File: config.mk
export PLATFORM = sky130hd
export DESIGN_NAME = write_buffer_flat
export DESIGN_NICKNAME = d
export VERILOG_FILES = /design/src/rtl/write_buffer_if.sv /design/src/rtl/write_buffer.sv /design/src/flat_wrapper.sv
export SDC_FILE = /design/constraint.sdc
export NUM_CORES = 1
export LEC_CHECK = 0
export CAP_MARGIN = 20
export CORE_UTILIZATION = 40
export DETAILED_ROUTE_END_ITERATION = 7
export SYNTH_ARGS = -nofsm -noshare
export SYNTH_HDL_FRONTEND = slang
export SYNTH_SLANG_ARGS = --single-unit
export TNS_END_PERCENT = 1
File: constraint.sdc
create_clock -name clock -period 5.4 [get_ports clock]
set_input_delay 1.35 -clock clock [delete_from_list [all_inputs] [get_ports clock]]
set_output_delay 1.35 -clock clock [all_outputs]
set_load 0.1 [all_outputs]
File: src/rtl/write_buffer_if.sv
// Bus bundle between the data cache, the write buffer and the RAM controller.
// slave  : the write buffer's view (accepts pushes, issues RAM writes).
// master : the surrounding system's view (cache pushing, RAM acknowledging).
interface write_buffer_if #(
    parameter int ADDR_W = 32,
    parameter int DATA_W = 32
);
    // cache -> buffer
    logic              buffer_write;
    logic [2:0]        buffer_length;
    logic [ADDR_W-1:0] buffer_addr;
    logic [DATA_W-1:0] buffer_data;
    // buffer -> cache
    logic              buffer_busy;
    logic              buffer_full;
    logic              overflow;
    // RAM controller -> buffer
    logic              ram_busy;
    logic              ram_done;
    // buffer -> RAM controller
    logic              ram_write;
    logic [2:0]        ram_length;
    logic [ADDR_W-1:0] ram_addr;
    logic [DATA_W-1:0] ram_data;

    modport slave (
        input  buffer_write, buffer_length, buffer_addr, buffer_data,
        input  ram_busy, ram_done,
        output buffer_busy, buffer_full, overflow,
        output ram_write, ram_length, ram_addr, ram_data
    );

    modport master (
        output buffer_write, buffer_length, buffer_addr, buffer_data,
        output ram_busy, ram_done,
        input  buffer_busy, buffer_full, overflow,
        input  ram_write, ram_length, ram_addr, ram_data
    );
endinterface

File: src/rtl/write_buffer.sv
// Posted-write buffer between the data cache and the RAM controller.
// Stores are queued in a DEPTH-entry circular FIFO and drained one at a time:
// IDLE issues the head entry as a one-cycle ram_write pulse, WAIT holds the
// request stable until ram_done, then the head is popped.
// Optional build macro WRITE_BUFFER_COALESCE_EN: a word store to the same
// (non-IO) word as the youngest, not-in-flight entry overwrites it in place.
// ADDR_W/DATA_W must match the widths of the connected write_buffer_if.
module write_buffer #(
    parameter int DEPTH  = 4,
    parameter int ADDR_W = 32,
    parameter int DATA_W = 32
) (
    input  logic          clock,
    input  logic          reset,
    write_buffer_if.slave bus
);

    localparam int PTR_W = $clog2(DEPTH);
    localparam int CNT_W = PTR_W + 1;

    typedef struct packed {
        logic [2:0]        len;
        logic [ADDR_W-1:0] addr;
        logic [DATA_W-1:0] data;
    } entry_t;

    localparam entry_t ENTRY_ZERO = '{len: 3'd0, addr: {ADDR_W{1'b0}}, data: {DATA_W{1'b0}}};

    typedef enum logic [0:0] {
        ST_IDLE = 1'b0,
        ST_WAIT = 1'b1
    } state_t;

    state_t            state_q, state_d;
    logic [PTR_W-1:0]  head_q, head_d;
    logic [PTR_W-1:0]  tail_q, tail_d;
    logic [CNT_W-1:0]  count_q, count_d;
    logic              overflow_q, overflow_d;
    logic              ram_write_q, ram_write_d;
    logic [2:0]        ram_length_q, ram_length_d;
    logic [ADDR_W-1:0] ram_addr_q, ram_addr_d;
    logic [DATA_W-1:0] ram_data_q, ram_data_d;
    entry_t            mem_q [DEPTH];
    entry_t            mem_d [DEPTH];

    logic              full_s;
    logic              empty_s;
    logic              pop_s;
    logic              alloc_s;
    logic              coalesce_s;
    entry_t            new_entry_s;

`ifdef WRITE_BUFFER_COALESCE_EN
    logic [PTR_W-1:0]  youngest_s;
    logic              head_claimed_s;
`endif

    assign full_s  = (count_q == CNT_W'(DEPTH));
    assign empty_s = (count_q == {CNT_W{1'b0}});

    assign new_entry_s = '{len: bus.buffer_length, addr: bus.buffer_addr, data: bus.buffer_data};

    // Status and RAM request outputs, all taken from registers.
    assign bus.buffer_busy = !empty_s;
    assign bus.buffer_full = full_s;
    assign bus.overflow    = overflow_q;
    assign bus.ram_write   = ram_write_q;
    assign bus.ram_length  = ram_length_q;
    assign bus.ram_addr    = ram_addr_q;
    assign bus.ram_data    = ram_data_q;

`ifdef WRITE_BUFFER_COALESCE_EN
    assign youngest_s = tail_q - PTR_W'(1);
    // The head is claimed when it is in flight or is being issued at this edge
    // (in IDLE a non-empty FIFO issues exactly when ram_busy is low).
    assign head_claimed_s = (state_q == ST_WAIT) || !bus.ram_busy;
`endif

    // Next-state: drain FSM, push/coalesce/overflow handling, pointer and count update.
    always_comb begin
        state_d      = state_q;
        head_d       = head_q;
        tail_d       = tail_q;
        count_d      = count_q;
        overflow_d   = overflow_q;
        ram_write_d  = 1'b0;
        ram_length_d = ram_length_q;
        ram_addr_d   = ram_addr_q;
        ram_data_d   = ram_data_q;
        mem_d        = mem_q;
        pop_s        = 1'b0;
        alloc_s      = 1'b0;

        // Drain side: issue the head, then wait for its acknowledge.
        case (state_q)
            ST_IDLE: begin
                if (!empty_s && !bus.ram_busy) begin
                    ram_write_d  = 1'b1;
                    ram_length_d = mem_q[head_q].len;
                    ram_addr_d   = mem_q[head_q].addr;
                    ram_data_d   = mem_q[head_q].data;
                    state_d      = ST_WAIT;
                end else begin
                    state_d      = ST_IDLE;
                end
            end
            ST_WAIT: begin
                if (bus.ram_done) begin
                    pop_s   = 1'b1;
                    state_d = ST_IDLE;
                end else begin
                    state_d = ST_WAIT;
                end
            end
            default: begin
                state_d = ST_IDLE;
            end
        endcase

`ifdef WRITE_BUFFER_COALESCE_EN
        coalesce_s = bus.buffer_write && !empty_s
                     && (bus.buffer_length == 3'd4)
                     && !bus.buffer_addr[17]
                     && (bus.buffer_addr[ADDR_W-1:2] == mem_q[youngest_s].addr[ADDR_W-1:2])
                     && !(head_claimed_s && (youngest_s == head_q));
`else
        coalesce_s = 1'b0;
`endif

        // Push side: fullness is judged on the registered count, so a same-cycle
        // pop never frees a slot for the push.
        if (bus.buffer_write) begin
            if (coalesce_s) begin
`ifdef WRITE_BUFFER_COALESCE_EN
                mem_d[youngest_s] = new_entry_s;
`else
                mem_d[tail_q] = mem_q[tail_q];
`endif
            end else if (full_s) begin
                overflow_d = 1'b1;
            end else begin
                mem_d[tail_q] = new_entry_s;
                tail_d        = tail_q + PTR_W'(1);
                alloc_s       = 1'b1;
            end
        end else begin
            alloc_s = 1'b0;
        end

        if (pop_s) begin
            head_d = head_q + PTR_W'(1);
        end else begin
            head_d = head_q;
        end

        case ({alloc_s, pop_s})
            2'b10:   count_d = count_q + CNT_W'(1);
            2'b01:   count_d = count_q - CNT_W'(1);
            default: count_d = count_q;
        endcase
    end

    // State, pointer, status and RAM request registers.
    always_ff @(posedge clock or negedge reset) begin
        if (!reset) begin
            state_q      <= ST_IDLE;
            head_q       <= {PTR_W{1'b0}};
            tail_q       <= {PTR_W{1'b0}};
            count_q      <= {CNT_W{1'b0}};
            overflow_q   <= 1'b0;
            ram_write_q  <= 1'b0;
            ram_length_q <= 3'd0;
            ram_addr_q   <= {ADDR_W{1'b0}};
            ram_data_q   <= {DATA_W{1'b0}};
        end else begin
            state_q      <= state_d;
            head_q       <= head_d;
            tail_q       <= tail_d;
            count_q      <= count_d;
            overflow_q   <= overflow_d;
            ram_write_q  <= ram_write_d;
            ram_length_q <= ram_length_d;
            ram_addr_q   <= ram_addr_d;
            ram_data_q   <= ram_data_d;
        end
    end

    // FIFO entry storage.
    always_ff @(posedge clock or negedge reset) begin
        if (!reset) begin
            mem_q <= '{default: ENTRY_ZERO};
        end else begin
            mem_q <= mem_d;
        end
    end

endmodule

File: src/flat_wrapper.sv
// flat-port wrapper written by rule: the top's interface ports become plain ports
module write_buffer_flat 
#(
    parameter int DEPTH  = 4,
    parameter int ADDR_W = 32,
    parameter int DATA_W = 32
)
  (clock, reset, bus_buffer_write, bus_buffer_length, bus_buffer_addr, bus_buffer_data, bus_ram_busy, bus_ram_done, bus_buffer_busy, bus_buffer_full, bus_overflow, bus_ram_write, bus_ram_length, bus_ram_addr, bus_ram_data);
  write_buffer_if #(.ADDR_W(ADDR_W), .DATA_W(DATA_W)) bus_i ();
  input  logic clock;
  input  logic reset;
  input wire logic [$bits(bus_i.buffer_write)-1:0] bus_buffer_write;
  input wire logic [$bits(bus_i.buffer_length)-1:0] bus_buffer_length;
  input wire logic [$bits(bus_i.buffer_addr)-1:0] bus_buffer_addr;
  input wire logic [$bits(bus_i.buffer_data)-1:0] bus_buffer_data;
  input wire logic [$bits(bus_i.ram_busy)-1:0] bus_ram_busy;
  input wire logic [$bits(bus_i.ram_done)-1:0] bus_ram_done;
  output wire logic [$bits(bus_i.buffer_busy)-1:0] bus_buffer_busy;
  output wire logic [$bits(bus_i.buffer_full)-1:0] bus_buffer_full;
  output wire logic [$bits(bus_i.overflow)-1:0] bus_overflow;
  output wire logic [$bits(bus_i.ram_write)-1:0] bus_ram_write;
  output wire logic [$bits(bus_i.ram_length)-1:0] bus_ram_length;
  output wire logic [$bits(bus_i.ram_addr)-1:0] bus_ram_addr;
  output wire logic [$bits(bus_i.ram_data)-1:0] bus_ram_data;
  assign bus_i.buffer_write = bus_buffer_write;
  assign bus_i.buffer_length = bus_buffer_length;
  assign bus_i.buffer_addr = bus_buffer_addr;
  assign bus_i.buffer_data = bus_buffer_data;
  assign bus_i.ram_busy = bus_ram_busy;
  assign bus_i.ram_done = bus_ram_done;
  assign bus_buffer_busy = bus_i.buffer_busy;
  assign bus_buffer_full = bus_i.buffer_full;
  assign bus_overflow = bus_i.overflow;
  assign bus_ram_write = bus_i.ram_write;
  assign bus_ram_length = bus_i.ram_length;
  assign bus_ram_addr = bus_i.ram_addr;
  assign bus_ram_data = bus_i.ram_data;
  write_buffer #(.DEPTH(DEPTH), .ADDR_W(ADDR_W), .DATA_W(DATA_W)) u_core (.clock(clock), .reset(reset), .bus(bus_i));
endmodule
Word-level counts from Yosys, hierarchy flattened

Cells that the tools add are included.

Output and inout port bits: 71
Word-level logic and storage cells: 59
Bits in registers: 345
Bits of input ports: 72

Order comparisons: 3
Equal/unequal tests: 3
Multiplexer cells: 15
Bitwise gates (word level): 4
Add/subtract/negate cells: 4
Reduce and logical (&&, ||, !) cells: 9

Operator list:

| kind                                                                          | count |
|---|---|
| 268-bit bitwise mux                                                           | 1 |
| 67-bit two-way mux                                                            | 3 |
| 67-bit binary-select mux with 2-bit select                                    | 1 |
| 67-bit demux with 2-bit select                                                | 1 |
| 1-bit two-way mux                                                             | 7 |
| 3-bit >= comparator (second input constant)                                   | 2 |
| 2-bit NOT with 3-bit output                                                   | 2 |
| 3-bit one-hot mux with 2 select lines                                         | 1 |
| 2-bit AND reduction                                                           | 3 |
| 2-bit by 1-bit adder with 2-bit output (second input constant)                | 2 |
| 3-bit by 1-bit adder with 3-bit output (second input constant)                | 1 |
| 3-bit equality test (second input constant)                                   | 1 |
| 3-bit logical NOT                                                             | 1 |
| 3-bit by 1-bit less-than comparator with 1-bit output (second input constant) | 1 |
| 3-bit by 1-bit subtractor with 3-bit output (second input constant)           | 1 |
| 2-bit by 1-bit equality test with 1-bit output (second input constant)        | 1 |
| 2-bit equality test (second input constant)                                   | 1 |
| 1-bit logical AND                                                             | 2 |
| 1-bit logical NOT                                                             | 2 |
| 1-bit NOT                                                                     | 2 |
| 1-bit one-hot mux with 2 select lines                                         | 1 |
| 2-bit nonzero test                                                            | 1 |

Depth between registers and ports, before layout

Depth in word-level cells: 6
Gate-level depth with buffers: 9

Worst setup path after synthesis

Ideal clock, no wire load.

Path type: register to output
Start point: register u_core.count_q[0]
End point: output bus_buffer_full
Arrival: 1.506 ns
Cell stages (with the launch flop): 4
Buffers on the path: 1
Data required time: 4.050 ns
Setup slack: 2.544 ns
Path through: dfrtp_1 > or3b_1 > buf_6 > inv_1

Word-level cells in the longest chain between the ends: 1

Ends and longest elaborated chain:

| item                   | RTL line            | source |
|---|---|---|
| from (decl)            | write_buffer.sv:37  | `logic [CNT_W-1:0] count_q, count_d;` |
| from (signal assigned) | write_buffer.sv:169 | `count_q <= {CNT_W{1'b0}};` |
| from (signal assigned) | write_buffer.sv:179 | `count_q <= count_d;` |
| 3-bit equality test    | write_buffer.sv:58  | `assign full_s = (count_q == CNT_W'(DEPTH));` |
| to (decl)              | flat_wrapper.sv:19  | `output wire logic [$bits(bus_i.buffer_full)-1:0] bus_buffer_full;` |

Every way passes these cells.

Worst setup path after layout

Same ends and word-level chain as after synthesis.

==> results.py <==
metrics = {
    "synth": {
        "ys_seq_area_frac": 0.567,
        "syn_inst": 835,
        "syn_area_um2": 15200,
        "ys_async_sr_fraction": 1.00,
        "yosysWarnings": 0,
        "synth-edff-count": 0,
        "syn_area_per_cell_um2": 18.2,
        "synth_cell_types": 24,
        "synth_seq_cells": 345,
        "synth-main-ff-cell": "dfrtp_1",
        "synth_nets": 913,
    },
    "setup_path": {
        "critPathMaxFanout": 6,
        "arrival_ns": 2.82,
        "crit_buf_inv": 2,
        "cp-end-kind": "output pin",
        "path_cells": "or3b_1 > inv_1 > clkdlybuf4s50_1",
        "crit_type": "flip-flop to output pin",
        "cp_top_family": "buffers and inverters",
        "slowest_stage": "clkdlybuf4s50_1",
        "slowest_delay_ns": 1.14,
        "cp.required_ns": 4.05,
        "startpoint_type": "flip-flop",
    },
    "cts": {
        "cts_setup_buffers": 0,
        "clockRootBuffer": "clkbuf_16",
        "htree_num_levels": 2,
        "clk_pin_slew_ns": 0.05,
        "cts_tree": "yes",
        "ctsResizeCount": 0,
        "cts_hold_buffers": 0,
        "clockBufferDepth": 3,
        "clock_latency_ns": 0.53,
        "cts.sinks": 345,
        "numCtsBuffers": 40,
    },
    "drt": {
        "drt-initial-drc-count": 352,
        "firstDrtPassIters": 4,
        "vias": 7618,
        "route.detailed.drc": 0,
        "ant_nets": 0,
        "drt-total-wl_um": 30600,
        "routedWlPerCell_um": 20.1,
        "via_per_inst": 5.01,
    },
    "global_routing": {
        "gr-usage-all-layers": 0.164,
        "grt_antenna_before_repair": 0,
        "grt-ovfl-total": 0,
        "grt_pass1_vias": 8332,
        "grt_pass1_wl_um": 49300,
        "grt_max_degree": 121,
    },
    "timing": {
        "min_period_over_period": 0.772,
        "worstMarginPinSlew_ns": 1.09,
        "setup_viol": 0,
        "hold_viol_final": 0,
        "setup-tns-final_ns": 0,
        "final.setup_skew_ns": 0.0193,
        "drv_slew": 0,
        "slew_headroom": 0.273,
        "max_freq_mhz": 240,
        "fin_crit_ns": 4.17,
        "rsz0062_at_grt": "no",
    },
    "cells_and_area": {
        "fillers": 3193,
        "utilization": 0.483,
        "nNetsFinal": 1061,
        "n_antenna_cell": 0,
        "syn_to_final_growth_pct": 19.4,
        "layout-drive-gt1-share": 0.481,
    },
    "floorplan": {
        "fp.dieW_um": 197,
        "die_area_um2": 38800,
        "die_h_um": 197,
        "coreArea_um2": 37600,
        "start_util": 0.405,
        "rows": 71,
        "io_pins": 143,
    },
    "status": {
        "status": "complete, no violations",
    },
    "placed_design": {
        "hpwlAfterDp_um": 17500,
        "finalWeightedCongestion": 0.693,
        "portBuffers": 142,
    },
    "worst_hold_path": {
        "min_path_type": "flip-flop to flip-flop",
    },
    "flow_run": {
        "maxCapViolCount": 0,
    },
}
==> per-layer routing <==
| layer | GRT usage | wire length, um | vias to the layer above |
|---|---|---|---|
| met3 | 0.0367 | 1460 | 48 |
| li1 | - | - | 3361 |
| met2 | 0.246 | 13800 | 137 |
| met5 | 0 | 0 | - |
| met4 | 0.0408 | 607 | 0 |
| met1 | 0.242 | 14700 | 4072 |
==> layout make-up <==
type,count,area [um^2],share of cell area
Clock buffer,58,1160,0.0638
Clock inverter,11,93.8,0.00517
Inverter,8,30.0,0.00165
Multi-Input combinational cell,430,6020,0.331
Sequential cell,345,8640,0.476
Tap cell,511,639,0.0352
Timing Repair Buffer,158,1580,0.0872
==> cell families (layout without fill, tap and decap cells) <==
| kind of cell | count (synthesis) | after routing | share of synthesized area |
|---|---|---|---|
| buffers and inverters | 60 | 235 | 0.0374 |
| DFF | 345 | 345 | 0.567 |
| adders and majority gates | 6 | 6 | 0.00543 |
| AOI/OAI and AO/OA | 2 | 2 | 0.000822 |
| muxes | 404 | 404 | 0.378 |
| and+or+nand+nor | 12 | 12 | 0.00724 |
| xor gates and xnor gates | 6 | 6 | 0.00345 |
==> placed cells by master, fill, tap and decap left out, types with 2 or more instances in the layout <==
cell | Yosys | routed
xnor2_1 | 3 | 3
inv_1 | 8 | 8
dfrtp_1 | 345 | 343
clkbuf_16 | 0 | 41
clkbuf_8 | 0 | 7
ha_1 | 5 | 5
buf_12 | 12 | 3
clkinv_2 | 0 | 7
nand2_1 | 3 | 2
mux2_2 | 216 | 216
mux4_2 | 67 | 67
clkdlybuf4s50_1 | 0 | 141
xor2_1 | 3 | 3
dfrtp_4 | 0 | 2
nor2_1 | 2 | 2
buf_4 | 14 | 13
inv_6 | 0 | 2
clkbuf_1 | 6 | 10
mux2_4 | 120 | 120
nand3_4 | 4 | 4
==> final timing paths <==
kind | start | to | slack, ns | cells past startpoint
max reg2reg | u_core.count_q[0]$_DFFE_PN0P_ | u_core.mem_q[201]$_DFFE_PN0P_ | 2.50 | 5
min | u_core.bus.overflow$_DFFE_PN0P_ | u_core.bus.overflow$_DFFE_PN0P_ | 0.47 | 1
max in group asynchronous | reset | u_core.bus.ram_addr[26]$_DFFE_PN0P_ | 3.59 | 2
min in group asynchronous | reset | u_core.mem_q[226]$_DFFE_PN0P_ | 0.76 | 1
min reg2reg | u_core.bus.overflow$_DFFE_PN0P_ | u_core.bus.overflow$_DFFE_PN0P_ | 0.47 | 1
max | u_core.count_q[0]$_DFFE_PN0P_ | bus_buffer_full | 1.23 | 3
==> per-stage QoR <==
step | cells | setup slack [ns] | hold slack [ns] | cell area, um^2
global placement | 1452 | 1.50 | 0.446 | 16900
floorplan | 835 | 2.54 | 0.446 | 15200
global route | 1521 | 1.14 | 0.483 | 18200
detailed placement | 1452 | 1.45 | 0.458 | 16900
CTS | 1521 | 1.21 | 0.472 | 18200
finish | 1521 | 1.23 | 0.472 | 18200
==> flip-flops by register name (all words and copies together) (netlist names) <==
signal and cells:
u_core.mem_q 268, u_core.bus.ram_addr 32, u_core.bus.ram_data 32, u_core.bus.ram_length 3, u_core.count_q 3, u_core.head_q 2, u_core.tail_q 2, u_core.bus.overflow 1
u_core.bus.ram_write 1, u_core.state_q 1
==> synth_stat cells (2+ instances only) <==
library cell  instances  area, um^2
nand3_4               4        70.1
mux2_2              216        2430
dfrtp_1             345        8630
nand2_1               3        11.3
xnor2_1               3        26.3
buf_6                 5        56.3
nor2_1                2        7.51
mux2_4              120        1800
buf_8                 4        60.1
mux4_2               67        1510
buf_2                11        55.1
clkbuf_1              6        22.5
buf_4                14         105
xor2_1                3        26.3
ha_1                  5        62.6
inv_1                 8        30.0
buf_12               12         240
Power is not shown: default switching activity piles up to over one toggle a cycle in this logic, so the estimate is an artifact.
